<file path="src/rtl/servo_pwm_driver_if.sv">
`timescale 1ns/1ps
`default_nettype none
// ============================================================================
// Module  : servo_pwm_driver_if
// Brief   : Target-position inputs, enable and PWM outputs of the servo driver.
// Revision: 1.0 - initial release
// ============================================================================
interface servo_pwm_driver_if;
    logic       enable;
    logic [7:0] dx;
    logic [7:0] dy;
    logic [7:0] dz;
    logic [7:0] dg;
    logic       servo1;
    logic       servo2;
    logic       servo3;
    logic       servo4;
    logic       frame_start;

    modport master (
        output enable, dx, dy, dz, dg,
        input  servo1, servo2, servo3, servo4, frame_start
    );

    modport slave (
        input  enable, dx, dy, dz, dg,
        output servo1, servo2, servo3, servo4, frame_start
    );
endinterface
`default_nettype wire

</file>
<file path="src/rtl/servo_pwm_driver.sv">
`timescale 1ns/1ps
`default_nettype none
// ============================================================================
// Module  : servo_pwm_driver
// Brief   : Four-channel hobby-servo PWM generator with per-frame slew limiting.
// Revision: 1.0 - initial release
// ============================================================================
module servo_pwm_driver #(
    parameter int TICK_DIV     = 200,
    parameter int MIN_TICKS    = 250,
    parameter int PERIOD_TICKS = 5000,
    parameter int SLEW         = 4,
    parameter int INIT_POS     = 128
) (
    input  wire logic          clk,
    input  wire logic          rst,
    servo_pwm_driver_if.slave  bus
);

    localparam int c_NCH   = 4;
    localparam int c_PS_W  = (TICK_DIV > 1) ? $clog2(TICK_DIV) : 1;
    localparam int c_FC_W  = (PERIOD_TICKS > 1) ? $clog2(PERIOD_TICKS) : 1;
    localparam int c_CMP_W = (c_FC_W + 1 > 13) ? c_FC_W + 1 : 13;

    localparam logic [c_PS_W-1:0]  c_PS_LAST = c_PS_W'(TICK_DIV - 1);
    localparam logic [c_FC_W-1:0]  c_FC_LAST = c_FC_W'(PERIOD_TICKS - 1);
    localparam logic [c_CMP_W-1:0] c_MIN     = c_CMP_W'(MIN_TICKS);
    localparam logic [7:0]         c_INIT    = 8'(INIT_POS);
    localparam logic [7:0]         c_STEP    = 8'(SLEW);
    localparam logic signed [8:0]  c_SLEW    = 9'(SLEW);

    logic [c_PS_W-1:0]         r_prescaler;
    logic [c_FC_W-1:0]         r_frameCnt;
    logic                      r_frameEn;
    logic                      r_frameStart;
    logic                      w_boundary;
    logic                      w_frameEnNext;
    logic [c_NCH-1:0][7:0]     w_din;
    logic [c_NCH-1:0]          w_servo;

    assign w_din         = {bus.dg, bus.dz, bus.dy, bus.dx};
    assign w_boundary    = (r_prescaler == '0) && (r_frameCnt == '0);
    assign w_frameEnNext = w_boundary ? bus.enable : r_frameEn;

    always_ff @(posedge clk) begin
        if (rst) begin
            r_prescaler  <= '0;
            r_frameCnt   <= '0;
            r_frameEn    <= 1'b0;
            r_frameStart <= 1'b0;
        end else begin
            r_frameEn    <= w_frameEnNext;
            r_frameStart <= w_boundary;
            if (r_prescaler == c_PS_LAST) begin
                r_prescaler <= '0;
                r_frameCnt  <= (r_frameCnt == c_FC_LAST) ? '0 : r_frameCnt + c_FC_W'(1);
            end else begin
                r_prescaler <= r_prescaler + c_PS_W'(1);
            end
        end
    end

    for (genvar i = 0; i < c_NCH; i++) begin : g_ch
        logic [7:0]        r_target;
        logic [7:0]        r_cur;
        logic              r_servo;
        logic [7:0]        w_targetNext;
        logic [7:0]        w_curNext;
        logic signed [8:0] w_diff;

        // Slew uses the value sampled on this very boundary, so a new target
        // starts moving the servo in the frame that begins right after it.
        always_comb begin
            w_targetNext = w_boundary ? w_din[i] : r_target;
            w_diff       = $signed({1'b0, w_targetNext}) - $signed({1'b0, r_cur});
            w_curNext    = r_cur;
            if (w_boundary && w_frameEnNext) begin
                if (w_diff > c_SLEW) begin
                    w_curNext = r_cur + c_STEP;
                end else if (w_diff < -c_SLEW) begin
                    w_curNext = r_cur - c_STEP;
                end else begin
                    w_curNext = w_targetNext;
                end
            end
        end

        // Registered one cycle ahead: the pulse covers frame-count values
        // 0..MIN_TICKS+cur-1, delayed one clk so it rises with frame_start.
        always_ff @(posedge clk) begin
            if (rst) begin
                r_target <= c_INIT;
                r_cur    <= c_INIT;
                r_servo  <= 1'b0;
            end else begin
                r_target <= w_targetNext;
                r_cur    <= w_curNext;
                r_servo  <= w_frameEnNext &&
                            (c_CMP_W'(r_frameCnt) < (c_MIN + c_CMP_W'(w_curNext)));
            end
        end

        assign w_servo[i] = r_servo;
    end

    assign bus.servo1      = w_servo[0];
    assign bus.servo2      = w_servo[1];
    assign bus.servo3      = w_servo[2];
    assign bus.servo4      = w_servo[3];
    assign bus.frame_start = r_frameStart;

endmodule
`default_nettype wire

</file>
<file path="src/flat_wrapper.sv">
// flat-port wrapper written by rule: the top's interface ports become plain ports
module servo_pwm_driver_flat 
#(
    parameter int TICK_DIV     = 200,
    parameter int MIN_TICKS    = 250,
    parameter int PERIOD_TICKS = 5000,
    parameter int SLEW         = 4,
    parameter int INIT_POS     = 128
)
  (clk, rst, bus_enable, bus_dx, bus_dy, bus_dz, bus_dg, bus_servo1, bus_servo2, bus_servo3, bus_servo4, bus_frame_start);
  servo_pwm_driver_if bus_i ();
  input  wire logic clk;
  input  wire logic rst;
  input wire logic [$bits(bus_i.enable)-1:0] bus_enable;
  input wire logic [$bits(bus_i.dx)-1:0] bus_dx;
  input wire logic [$bits(bus_i.dy)-1:0] bus_dy;
  input wire logic [$bits(bus_i.dz)-1:0] bus_dz;
  input wire logic [$bits(bus_i.dg)-1:0] bus_dg;
  output wire logic [$bits(bus_i.servo1)-1:0] bus_servo1;
  output wire logic [$bits(bus_i.servo2)-1:0] bus_servo2;
  output wire logic [$bits(bus_i.servo3)-1:0] bus_servo3;
  output wire logic [$bits(bus_i.servo4)-1:0] bus_servo4;
  output wire logic [$bits(bus_i.frame_start)-1:0] bus_frame_start;
  assign bus_i.enable = bus_enable;
  assign bus_i.dx = bus_dx;
  assign bus_i.dy = bus_dy;
  assign bus_i.dz = bus_dz;
  assign bus_i.dg = bus_dg;
  assign bus_servo1 = bus_i.servo1;
  assign bus_servo2 = bus_i.servo2;
  assign bus_servo3 = bus_i.servo3;
  assign bus_servo4 = bus_i.servo4;
  assign bus_frame_start = bus_i.frame_start;
  servo_pwm_driver #(.TICK_DIV(TICK_DIV), .MIN_TICKS(MIN_TICKS), .PERIOD_TICKS(PERIOD_TICKS), .SLEW(SLEW), .INIT_POS(INIT_POS)) u_core (.clk(clk), .rst(rst), .bus(bus_i));
endmodule
</file>
<file path="config.mk">
export PLATFORM = sky130hd
export DESIGN_NAME = servo_pwm_driver_flat
export DESIGN_NICKNAME = d
export VERILOG_FILES = /design/src/rtl/servo_pwm_driver_if.sv /design/src/rtl/servo_pwm_driver.sv /design/src/flat_wrapper.sv
export SDC_FILE = /design/constraint.sdc
export NUM_CORES = 1
export LEC_CHECK = 0
export CAP_MARGIN = 20
export CORE_MARGIN = 3
export CORE_UTILIZATION = 51
export DETAILED_ROUTE_END_ITERATION = 8
export GPL_ROUTABILITY_DRIVEN = 0
export GPL_TIMING_DRIVEN = 0
export PLACE_DENSITY = 0.69
export SKIP_LAST_GASP = 1
export SLEW_MARGIN = 20
export SYNTH_ARGS = -nofsm -noshare
export SYNTH_HDL_FRONTEND = slang
export SYNTH_SLANG_ARGS = --single-unit
</file>
<file path="constraint.sdc">
create_clock -name clk -period 13.6 [get_ports clk]
set_input_delay 2.04 -clock clk [delete_from_list [all_inputs] [get_ports clk]]
set_output_delay 2.04 -clock clk [all_outputs]
set_load 0.005 [all_outputs]
</file>
==> summary.txt, run 1 <==
Outcome
  – Status: finished, final reports clean

Timing
  – Final Critical Period: 8.06 ns
  – Least-Margin Pin Slew: 0.842 ns
  – Top achievable clock speed: 0.124 GHz
  – Clock Skew: 0.0126 ns
  – Worst rel slew slack: 43.3%
  – Period utilization: 59.3%
  – Final Slew Violations: 0
  – # setup viols final: 0
  – Final hold violations: 0
  – Setup tns final: 0 ns
  – Unrepaired setup endpoints after global routing: no

Worst setup path
  – CP max stage delay: 0.68 ns
  – CP Data Required Time: 13.82 ns
  – Critical path class: reg2reg
  – Crit-path slowest cell: or4b_2
  – Most common cell on crit path: ha_1
  – R2r setup slk: 5.54 ns
  – Critical Path AT: 8.28 ns
  – Max FO, Critical Path: 10
  – Crit end category: flip-flop
  – CP startpoint kind: flip-flop

Final layout
  – Diode count: 0
  – Filler Cell Count: 1470
  – Multi-input gate area: 5810 um^2
  – Non-Filler Instances: 1281
  – Sequential Area: 1820 um^2
  – Layout cells sized above 1: 6.45%
  – Most common cell after layout, fill and taps aside: nor2_1
  – Final Cell Area: 9010 um^2
  – Layout net count: 1184
  – Area delta synth->final: 12.0%
  – Commonest cells after routing, fill and taps aside: nor2_1, dfxtp_1, nand2_1, ha_1, inv_1

Placed design
  – Dpl cell area: 8690 um^2
  – Buffers on Ports: 38
  – Placed Cells: 1265
  – DP HPWL: 16000 um

Logic synthesis
  – Syn Nets: 1135
  – Prevailing post-synth register cell: dfxtp_1
  – Sequential area share after synthesis: 22.6%
  – Post-synthesis register bit count: 91
  – YS warnings: 0
  – EDFF count, synth: 0
  – Mapped Area: 8050 um^2
  – Async set-reset flop share out of synthesis: 0%
  – Mapped Cells: 1016
  – Post-synth cell types: 93
  – Mean post-synth cell area: 7.92 um^2

Floorplan
  – Placeable core area: 15300 um^2
  – Site Rows: 45
  – Initial Util: 52.5%
  – I/O pins: 40
  – Die X: 132 um
  – Die area: 17300 um^2
  – Die Ht: 132 um

CTS
  – Clk_lat worst skew: 0.36 ns
  – Post-CTS setup buffers: 0
  – Root buffer cell: clkbuf_16
  – CTS Hold Buffers Added: 0
  – Sink Count: 91
  – Post-cts sizing count: 0
  – CTS tree: built
  – Depth of the CTS H-tree: 3
  – Clock slew at reported path FFs: 0.07 ns
  – CTS buffer count: 9
  – Max clock buf depth: 2

Routing
  – Pre-antenna DRT Iters: 5
  – DR vias: 7458
  – WL/cell: 16.6 um
  – Routed WL: 21200 um
  – DR DRC count: 0
  – Initial DRC count: 497
  – Routed Antenna Nets: 0
  – Via density: 5.82

Global route
  – Gr usage total: 24.3%
  – Vias in the first global route: 6807
  – First-pass GRT wire length: 34800 um
  – Initial antenna violation count: 0
  – Largest net degree at the start of global routing: 17
  – Grt ovf: 0

Power
  – Worst VDD drop: 0.0926 mV
  – Leak pwr: 0.00387 uW
  – Pwr Density: 181 nW/um^2

Worst hold path
  – Hold WC Path Type: reg2reg

Run
  – Max_cap viols: 0
[stage by stage]
step	utilization (%)	setup slack [ns]	total power, uW	hold WS [ns]
finish	58.9	5.54	1630	0.462
global placement	56.7	5.63	1330	0.447
detailed placement	56.7	5.60	1340	0.454
CTS	58.9	5.58	1630	0.464
floorplan	-	7.15	1150	0.440
global route	58.9	4.80	1770	0.481
[flip-flops by register name, summed over array words and instances, names as in the netlist]
register	flops
u_core.bus.frame_start	1
u_core.bus.servo1	1
u_core.bus.servo2	1
u_core.bus.servo3	1
u_core.bus.servo4	1
u_core.g_ch.r_cur	32
u_core.g_ch.r_target	32
u_core.r_frameCnt	13
u_core.r_frameEn	1
u_core.r_prescaler	8
[synth_stat cells (5+ instances only)]
master	instances	area share, %
nor3b_1	9	0.84
ha_1	80	12
a22oi_1	5	0.47
nand2_1	87	4.1
a21o_1	9	0.84
o21ai_0	45	2.8
a211oi_1	9	0.84
a311oi_1	5	0.54
nand3_1	29	1.8
buf_2	7	0.44
o22ai_1	6	0.47
xor2_1	23	2.5
a221oi_1	6	0.65
dfxtp_1	91	23
nor4_1	14	1.1
nand2b_1	14	1.1
nand4_1	19	1.5
nor3_1	32	2.0
nor2b_1	27	2.1
xnor2_1	29	3.2
clkbuf_1	22	1.0
or3_1	6	0.47
and2_1	13	1.0
a31oi_1	9	0.70
o21a_1	14	1.3
or2_2	9	0.70
a21oi_1	52	3.2
mux2i_1	36	4.5
nor2_1	102	4.8
inv_1	75	3.5
o31ai_1	7	0.65
o31a_1	9	0.98
and3_1	12	0.93
[area by class of cell]
class	instances	share of cell area, %
Clock inverter	7	1.10
Timing Repair Buffer	38	4.22
Sequential cell	91	20.2
Buffer	32	1.51
Inverter	75	3.12
Clock buffer	9	2.50
Tap cell	211	2.93
Multi-Input combinational cell	818	64.4
[where the power goes]
| group | switching [uW] | internal [uW] |
|---|---|---|
| logic | 593 | 439 |
| clock network | 119 | 162 |
| registers | 24.1 | 297 |
[critical path: cells and delay by family, from the launching register on]
kind            cells  cell delay (ns)
mux                 2             0.40
fa+ha+maj           4             1.28
flops               1             0.30
buf+inv             4             1.22
simple gates       10             3.28
compound gates      8             1.30
xor+xnor            1             0.14
[path summary, 6_finish.rpt]
path / start / to / cells past startpoint
max: u_core.r_frameCnt[9] / u_core.bus.servo4 / 29
min: u_core.g_ch[2].r_target[3] / u_core.g_ch[2].r_target[3] / 2
max reg2reg: u_core.r_frameCnt[9] / u_core.bus.servo4 / 29
min reg2reg: u_core.g_ch[2].r_target[3] / u_core.g_ch[2].r_target[3] / 2
[routing by layer]
| metal | global-route usage (%) | vias up | routed length (um) |
|---|---|---|---|
| met5 | 0 | - | 0 |
| met4 | 6.36 | 0 | 473 |
| met3 | 4.33 | 26 | 828 |
| met2 | 38.2 | 149 | 9480 |
| met1 | 34.5 | 3500 | 10400 |
| li1 | - | 3783 | - |
[kinds of logic after synthesis]
group | synth area share, %
simple gates | 25.7
compound gates | 21.0
buf+inv | 5.19
flops | 22.6
fa+ha+maj | 13.4
xor+xnor | 5.86
mux | 6.11
Power figures use the tool's default switching activity.
==> run 2: changes to the inputs <==
PLACE_DENSITY = 0.72   (was 0.69)
clock period = 7.3 ns   (was 13.6 ns; I/O delays follow)
==> run 2 against run 1 <==
Net effect:
- worst hold slack better by 0.0018 ns
- utilization grew 0.22 points
- critical path depth unchanged
- largest cell class unchanged
- setup slack worse by 5.2 ns
==> summary.txt, run 2 (synthesized netlist as in run 1, its figures left out) <==
Floorplan
  – Die X: 132 um (unchanged)
  – Die area: 17300 um^2 (unchanged)
  – I/O pins: 40 (unchanged)
  – Die Ht: 132 um (unchanged)
  – Site Rows: 45 (unchanged)
  – Placeable core area: 15300 um^2 (unchanged)
  – Initial Util: 52.5% (unchanged)

Global route
  – Gr usage total: 24.1% (was 24.3%)
  – Largest net degree at the start of global routing: 20 (was 17)
  – Vias in the first global route: 7015 (was 6807)
  – First-pass GRT wire length: 34700 um (was 34800 um)
  – Grt ovf: 0 (unchanged)
  – Initial antenna violation count: 0 (unchanged)

Worst setup path
  – Critical Path AT: 7.15 ns (was 8.28 ns)
  – R2r setup slk: 0.39 ns (was 5.54 ns)
  – Crit-path slowest cell: or4b_2 (unchanged)
  – CP Data Required Time: 7.54 ns (was 13.82 ns)
  – CP bufs+invs: 3 (was 4)
  – Family with the most delay on the worst path: simple AND/OR/NAND/NOR gates (unchanged)
  – R2R depth: 29 (unchanged)
  – Critical path class: reg2reg (unchanged)
  – Most common cell on crit path: ha_1 (unchanged)
  – Worst reg2reg startpoint: u_core.r_frameCnt[1] (was u_core.r_frameCnt[9])
  – FF-to-FF End: u_core.bus.servo4 (unchanged)
  – Crit end category: flip-flop (unchanged)
  – CP max stage delay: 0.71 ns (was 0.68 ns)
  – CP startpoint kind: flip-flop (unchanged)
  – Max FO, Critical Path: 19 (was 10)

Power
  – Worst VDD drop: 0.149 mV (was 0.0926 mV)
  – Leak pwr: 0.00387 uW (about the same)
  – Pwr Density: 332 nW/um^2 (was 181 nW/um^2)
  – Total power: 3000 uW (was 1630 uW)

Timing
  – Top achievable clock speed: 0.145 GHz (was 0.124 GHz)
  – Final Slew Violations: 0 (unchanged)
  – Worst rel slew slack: 45.3% (was 43.3%)
  – Final Critical Period: 6.91 ns (was 8.06 ns)
  – Least-Margin Pin Slew: 0.811 ns (was 0.842 ns)
  – Final hold violations: 0 (unchanged)
  – Clock Skew: 0.00903 ns (was 0.0126 ns)
  – Period utilization: 94.7% (was 59.3%)
  – Unrepaired setup endpoints after global routing: no (unchanged)
  – # setup viols final: 0 (unchanged)

Worst hold path
  – Min-Delay Startpoint: u_core.r_frameEn (was u_core.g_ch[2].r_target[3])
  – Hold depth: 2 (unchanged)
  – Worst hold endpoint: u_core.r_frameEn (was u_core.g_ch[2].r_target[3])
  – Hold WC Path Type: reg2reg (unchanged)

Final layout
  – Non-Filler Instances: 1280 (was 1281)
  – Diode count: 0 (unchanged)
  – Area delta synth->final: 12.5% (was 12.0%)
  – Layout cells sized above 1: 7.30% (was 6.45%)
  – Fin util: 59.1% (was 58.9%)
  – Commonest cells after routing, fill and taps aside: nor2_1, dfxtp_1, nand2_1, ha_1, inv_1 (unchanged)
  – Final Cell Area: 9050 um^2 (was 9010 um^2)
  – Regs by FF count: u_core.g_ch.r_cur x32, u_core.g_ch.r_target x32, u_core.r_frameCnt x13 (unchanged)
  – Layout net count: 1183 (was 1184)
  – Most common cell after layout, fill and taps aside: nor2_1 (unchanged)

CTS
  – Root buffer cell: clkbuf_16 (unchanged)
  – Clock slew at reported path FFs: 0.07 ns (about the same)
  – Depth of the CTS H-tree: 3 (unchanged)
  – Max clock buf depth: 2 (unchanged)
  – Sink Count: 91 (unchanged)
  – CTS tree: built (unchanged)
  – Clk_lat worst skew: 0.35 ns (was 0.36 ns)
  – CTS Hold Buffers Added: 0 (unchanged)
  – CTS buffer count: 9 (unchanged)

Run
  – Max_cap viols: 0 (unchanged)

Routing
  – DR DRC count: 0 (unchanged)
  – Routed Antenna Nets: 0 (unchanged)
  – Pre-antenna DRT Iters: 5 (unchanged)
  – Initial DRC count: 503 (was 497)
  – Via density: 5.87 (was 5.82)
  – Routed WL: 20900 um (was 21200 um)
  – WL/cell: 16.3 um (was 16.6 um)
  – DR vias: 7517 (was 7458)

Outcome
  – Status: finished, final reports clean (unchanged)

Placed design
  – Dpl cell area: 8690 um^2 (unchanged)
  – DP HPWL: 15800 um (was 16000 um)
  – Buffers on Ports: 38 (unchanged)
  – Placed Cells: 1265 (unchanged)
[run 2: changes by cell type in the layout (fill, tap and decap cells not counted), moves of 2 or more]
cell / delta
clkbuf_1: -2
nor4_1: -3
inv_6: -2
nor4_2: +2
bufinv_16: -2
clkbuf_8: +2
[run 2: per-layer routing]
metal | up-vias | track usage (%) | wire (um)
met5 | - | 0 | 0
met3 | 35 | 4.17 | 1010
li1 | 3789 | - | -
met2 | 178 | 39.4 | 9500
met4 | 0 | 7.53 | 476
met1 | 3515 | 32.4 | 9920
[run 2: cell type report]
| class | instances | area [um^2] |
|---|---|---|
| inverters | 75 | 282 |
| repair buffers | 40 | 395 |
| fillers | 1458 | 6270 |
| plain buffers | 29 | 140 |
| clock inverters | 5 | 37.5 |
| clock buffers | 11 | 253 |
| multi-input cells | 818 | 5850 |
| flip-flops and latches | 91 | 1820 |
| well taps | 211 | 264 |
[run 2: how the worst max path moves through the flow]
| stage | start | depth (start not counted) | slack (ns) | endpoint |
|---|---|---|---|---|
| floorplan | u_core.r_frameCnt[9] | 29 | 0.92 | u_core.bus.servo4 |
| global placement | u_core.r_frameCnt[9] | 29 | -0.70 | u_core.bus.servo4 |
| detailed placement | u_core.r_frameCnt[9] | 29 | -0.74 | u_core.bus.servo4 |
| CTS | u_core.r_frameCnt[0] | 30 | 0.05 | u_core.bus.servo4 |
| global route | u_core.r_frameCnt[3] | 27 | 0.009 | u_core.bus.servo4 |
| finish | u_core.r_frameCnt[1] | 29 | 0.39 | u_core.bus.servo4 |
[run 2: power by group]
group | internal [uW] | switching (uW) | leakage [uW]
Clock | 250 | 208 | 0.000138
Sequential | 553 | 43.7 | 0.000745
Combinational | 828 | 1120 | 0.00298
[run 2: timing repair]
| item | 4_1_cts | 5_1_grt |
|---|---|---|
| setup buffers | 1 | 1 |
| resized for setup | 3 | 11 |
| setup endpoints to repair | 3 | 3 |
| cloned | 0 | 0 |
| pin swaps | 2 | 1 |
[run 2: worst min-delay path, delay by kind of cell (launching register included)]
| kind | cells | cell delay (ns) |
|---|---|---|
| DFF | 1 | 0.30 |
| AOI/OAI and AO/OA | 1 | 0.07 |
| and+or+nand+nor | 1 | 0.05 |
[run 2: metrics by stage]
step | setup slack, ns | setup TNS (ns) | hold WS, ns
6_report | 0.387 | 0 | 0.464
3_5_place_dp | -0.740 | -1.26 | 0.454
5_1_grt | 0.00886 | 0 | 0.487
3_3_place_gp | -0.703 | -1.16 | 0.447
2_1_floorplan | 0.920 | 0 | 0.440
4_1_cts | 0.0508 | 0 | 0.463
